===== src/rtl/scan_mux.sv =====
// scan_mux: time-multiplexed channel scanner with per-slot blanking.
// clk/reset/en/ch_mask/din in; dout/an/idx/tick out.
module scan_mux #(
  parameter int NCH   = 2,
  parameter int W     = 4,
  parameter int DIV   = 1000,
  parameter int BLANK = 2
) (
  input  logic                     clk,
  input  logic                     reset,
  input  logic                     en,
  input  logic [NCH-1:0]           ch_mask,
  input  logic [NCH*W-1:0]         din,
  output logic [W-1:0]             dout,
  output logic [NCH-1:0]           an,
  output logic [$clog2(NCH)-1:0]   idx,
  output logic                     tick
);

  localparam int IW = $clog2(NCH);
  localparam int CW = (DIV > 1) ? $clog2(DIV) : 1;
  localparam logic [CW-1:0] LAST = CW'(DIV - 1);

  logic [CW-1:0] r_cnt;
  logic [IW-1:0] r_idx;

  logic          w_wrap;
  logic          w_open;
  logic          w_msk;
  logic          w_live;
  logic [W-1:0]  w_sel;
  logic [IW-1:0] w_nxt;
  logic          w_fnd;
  logic [NCH-1:0] w_an;
  int            w_j;

  assign w_wrap = en & (r_cnt == LAST);

  // Blanking window opens once the slot counter reaches BLANK.
  generate
    if (BLANK == 0) begin : g_noblank
      assign w_open = 1'b1;
    end else begin : g_blank
      assign w_open = (r_cnt >= CW'(BLANK));
    end
  endgenerate

  // Round-robin search starting just after the current channel,
  // ending at the current channel itself; holds when mask is empty.
  always_comb begin
    w_nxt = r_idx;
    w_fnd = 1'b0;
    w_j   = 0;
    for (int k = 1; k <= NCH; k++) begin
      w_j = int'(r_idx) + k;
      if (w_j >= NCH) w_j = w_j - NCH;
      if (!w_fnd && ch_mask[w_j]) begin
        w_nxt = IW'(w_j);
        w_fnd = 1'b1;
      end
    end
  end

  // Explicit decode keeps indexing in range for non-power-of-two NCH.
  always_comb begin
    w_sel = '0;
    w_msk = 1'b0;
    for (int i = 0; i < NCH; i++) begin
      if (r_idx == IW'(i)) begin
        w_sel = din[i*W +: W];
        w_msk = ch_mask[i];
      end
    end
  end

  assign w_live = w_open & w_msk;

  always_comb begin
    w_an = '0;
    for (int i = 0; i < NCH; i++) begin
      if (r_idx == IW'(i)) w_an[i] = w_live;
    end
  end

  always_ff @(posedge clk) begin
    if (reset) begin
      r_cnt <= '0;
      r_idx <= '0;
    end else if (en) begin
      if (w_wrap) begin
        r_cnt <= '0;
        r_idx <= w_nxt;
      end else begin
        r_cnt <= r_cnt + CW'(1);
      end
    end
  end

  assign dout = w_msk ? w_sel : '0;
  assign an   = w_an;
  assign idx  = r_idx;
  assign tick = w_wrap;

endmodule


===== config.mk =====
export PLATFORM = sky130hd
export DESIGN_NAME = scan_mux
export DESIGN_NICKNAME = d
export VERILOG_FILES = /design/src/rtl/scan_mux.sv
export SDC_FILE = /design/constraint.sdc
export NUM_CORES = 1
export LEC_CHECK = 0
export CAP_MARGIN = 20
export CORE_MARGIN = 5
export CORE_UTILIZATION = 39
export DETAILED_ROUTE_END_ITERATION = 16
export PLACE_DENSITY = 0.71
export SKIP_CTS_REPAIR_TIMING = 1
export SYNTH_ARGS = -nofsm -noshare
export SYNTH_HDL_FRONTEND = slang
export SYNTH_SLANG_ARGS = --single-unit
export TNS_END_PERCENT = 100

===== constraint.sdc =====
create_clock -name clk -period 1.7 [get_ports clk]
set_clock_uncertainty 0.2 [all_clocks]
set_input_delay 0.34 -clock clk [delete_from_list [all_inputs] [get_ports clk]]
set_output_delay 0.34 -clock clk [all_outputs]
set_load 0.01 [all_outputs]

After elaboration in Yosys (flattened, before gate mapping)
Index checks and enable logic that the tools add are counted.

Bits in registers: 11. Bits in latches: 0. RAM bits: 0. Bits in read-only memories: 0. Bits of input ports: 13. Output and inout bits: 8. Memories kept: 0.

Add/sub/neg operators: 5. $mul: 0. Div/mod/pow operators: 0. Order comparisons: 5. Eq/ne operators: 1. Shift-type cells: 0. Muxes and demuxes: 17. Bitwise logic cells: 2. Reductions and logical operators: 4.

Operators with widths (count): 32-bit by 3-bit < comparator with 1-bit output (second input constant) (2); 32-bit 2-to-1 mux (2); 1-bit 2-to-1 mux (12); 10-bit by 1-bit adder with 10-bit output (second input constant) (1); 10-bit equality test (second input constant) (1); 10-bit by 2-bit greater-or-equal comparator with 1-bit output (second input constant) (1); 10-bit 2-to-1 mux (1); 4-bit 2-to-1 mux (2); 3-bit by 2-bit subtractor with 4-bit output (second input constant) (1); 1-bit by 2-bit adder with 3-bit output (second input constant) (1); 3-bit by 2-bit greater-or-equal comparator with 1-bit output (second input constant) (1); 3-bit AND reduction (1); 2-bit by 2-bit subtractor with 3-bit output (second input constant) (1); 1-bit by 1-bit adder with 2-bit output (second input constant) (1); 1-bit AND (2); 2-bit greater-or-equal comparator (second input constant) (1); 2-bit nonzero test (1); 1-bit logical AND (1); 1-bit logical NOT (1).

Logic depth before layout (Yosys ltp)
Word-level depth: 11. Mapped depth: 5.

Least setup slack after synthesis
OpenSTA, ideal clock, no wires.

Path kind: register -> output. From: register r_cnt[0]. To: output an[1]. Arrival time: 1.377 ns. Data required time: 1.160 ns. Setup slack: -0.217 ns. Cell stages (with the launch flop): 6. Buffers on the path: 0. Path through: dfxtp_1 -> inv_1 -> ha_1 -> or4_1 -> nor4_1 -> nor3_1.

Longest elaborated chain between the ends: 3.

Ends and longest elaborated chain: start: declaration (line 24) `logic [CW-1:0] r_cnt;`; start signal: assignment (line 94) `r_cnt <= r_cnt + CW'(1);`; 10-bit by 2-bit greater-or-equal comparator with 1-bit output (line 44) `assign w_open = (r_cnt >= CW'(BLANK));`; 1-bit AND (line 76) `assign w_live = w_open & w_msk;`; 1-bit 2-to-1 mux (line 81) `if (r_idx == IW'(i)) w_an[i] = w_live;`; end: declaration (line 15) `output logic [NCH-1:0] an,`.

Every way passes these cells.

Worst setup path after layout
Same ends and word-level chain as after synthesis.

==> key figures <==
Floorplanning
  – Die area: 0.00249 mm^2
  – Top Ports: 21
  – Die X: 49.9 um
  – Initial Util: 41.1%
  – Die Ht: 49.9 um
  – Cell Rows: 14
  – Core area: 0.00151 mm^2

Route
  – Initial DRC Count: 28
  – Final ANT Viol Nets: 0
  – Total Routed Length: 2080 um
  – Pre-antenna DRT Iters: 4
  – WL/cell: 15.6 um
  – Vias per cell: 5.87
  – Remaining routing DRC violations: 0
  – Routed vias: 781

Placed design
  – Routability congestion estimate: 0.738
  – DP Worst Slack: -0.665 ns
  – IO Port Bufs: 20
  – Hpwl dp: 1540 um

GRT
  – Pin count of the biggest net entering global routing: 9
  – Antenna violations before repair: 0
  – First-pass GRT wire length: 3100 um
  – Vias in the first global route: 771
  – GRT overflow: 0
  – GRT Total Usage: 15.7%

Clocking
  – CTS tree: yes
  – TritonCTS Buffers: 3
  – CTS H-tree lvls: 1
  – Clock sink count: 11
  – Worst-case clock buffer depth: 2
  – Worst skew pair latency: 0.28 ns
  – Clk root buf: clkbuf_4
  – Worst-path clk slew: 0.07 ns

STA
  – Fin crit period: 2.33 ns
  – Worst setup margin: -0.627 ns
  – Slew Limit Fails: 0
  – Setup violations, final: 4
  – Final Cycle Share: 137%
  – Worst hold slack: 0.309 ns
  – Hold Vio Cnt, Final: 0
  – Worst-margin pin slew: 0.303 ns
  – Peak Freq: 430 MHz
  – Setup TNS: -1.59 ns
  – Slew headroom: 79.6%
  – Unrepaired setup endpoints after global routing: yes

Worst setup path
  – R2R Setup Slk: -0.11 ns
  – Crit path from: r_cnt[0]
  – Worst EP arrival: 1.79 ns
  – Crit Reg-Reg Startpoint: r_cnt[1]
  – Setup Crit Path Kind: register to primary output
  – Crit end category: primary output
  – CP startpoint kind: register
  – Crit Path Max Fanout: 2
  – Crit path required time: 1.16 ns

Yosys
  – Synthesized Nets: 87
  – Seq/Total Area, Yosys: 35.6%
  – Top FF cell, synth: dfxtp_1
  – Yosys cell types: 28
  – Yosys reg bits: 11
  – Post-synth EDFFs: 0
  – Synth Instances: 72
  – Average cell area after synthesis: 8.60 um^2
  – Area leader, netlist: dfxtp_1
  – Synth top area share: 35.6%
  – Asr flop ratio synth: 0%
  – Post-Syn Area: 619 um^2
  – Top post-synthesis cells by area: dfxtp_1 36%, a32o_1 6.5%, or4_1 4.8%
  – Yosys Warn Count: 0

Cells and area
  – Layout cells sized above 1: 47.9%
  – Area Overhead vs Synth: 84.2%
  – Antenna Cells: 0
  – Final #Nets: 133
  – Filler instances: 101

Power and ir drop
  – Total power draw: 597 uW
  – Static leakage: 0.526 nW
  – PD cells: 523 mW/mm^2
  – Peak VDD IR: 0.000403 V

Run status
  – Failing checks: negative setup slack
  – Status: finished with violations

Hold path
  – Worst Min Path Start: en
  – Hold Path Class: input pin to register

Flow run
  – Max cap viols: 0
[routing by layer]
layer / vias to the layer above / share of wire [%] / GRT usage [%]
met4: 0 / 2.2 / 7.42
li1: 372 / - / -
met2: 48 / 51 / 29.2
met3: 8 / 11 / 5.72
met5: - / 0 / 0
met1: 353 / 36 / 14.6
[per-stage QoR]
step	area (um^2)	utilization, %	cells
6_report	1140	75.7	133
5_1_grt	1140	75.7	133
4_1_cts	1030	68.6	132
3_5_place_dp	1010	66.9	128
3_3_place_gp	1010	66.9	128
2_1_floorplan	634	-	72
[cell families after synthesis]
group                    share of synthesized area (%)
adder cells (fa/ha/maj)                           4.04
XOR/XNOR                                          4.24
AND/OR/NAND/NOR                                   32.1
flip-flops                                        35.6
AO/OA/AOI/OAI                                     20.2
buffers and inverters                             3.84
[sequential cells by signal, indices dropped and copies added, names as in the netlist]
name	flops
r_cnt	10
idx	1
[cell usage after synthesis, types with 2 or more instances]
library cell,n
xor2_1,3
inv_1,5
nand2_1,4
o21ai_0,4
a32o_1,4
a21oi_1,4
nand3_1,2
nand4_1,4
ha_1,2
dfxtp_1,11
nor2_1,3
nor3_1,2
nor2b_1,2
or3_1,4
or4_1,4
nor4_1,2
[placed cells by master (no fill, tap or decap), types with 4 or more instances in the layout]
cell	n
o21ai_0	4
or3_1	4
nand4_1	4
buf_6	6
clkdlybuf4s50_1	7
nand2_1	4
dfxtp_2	9
inv_1	4
buf_4	16
dlymetal6s2s_1	6
a21oi_1	4
buf_2	4
a32o_1	4
[critical path, stage by stage (launching register included)]
cell and delay [ns]:
dfxtp_2 0.33, inv_2 0.05, ha_4 0.15, or4_4 0.43, nor4_4 0.34, nor3_2 0.07
buf_2 0.14
[final timing paths]
path	end	cells after the start
setup reg to reg	idx	6
hold reg to reg	idx	2
hold / removal	r_cnt[1]	3
setup / recovery	an[1]	6
[report_power, final]
group | switching [mW] | internal, mW
clock network | 0.0956 | 0.0912
logic | 0.0598 | 0.0802
registers | 0.00511 | 0.265
total | 0.161 | 0.436
[cell type report]
type                    count  area, um^2  area share [%]
flip-flops and latches     11         231            20.3
repair buffers             42         368            32.2
clock buffers               4        26.3            2.30
inverters                   5        18.8            1.64
well taps                  16        20.0            1.75
multi-input cells          55         477            41.8
No activity file was read; power rests on OpenSTA's default activity.
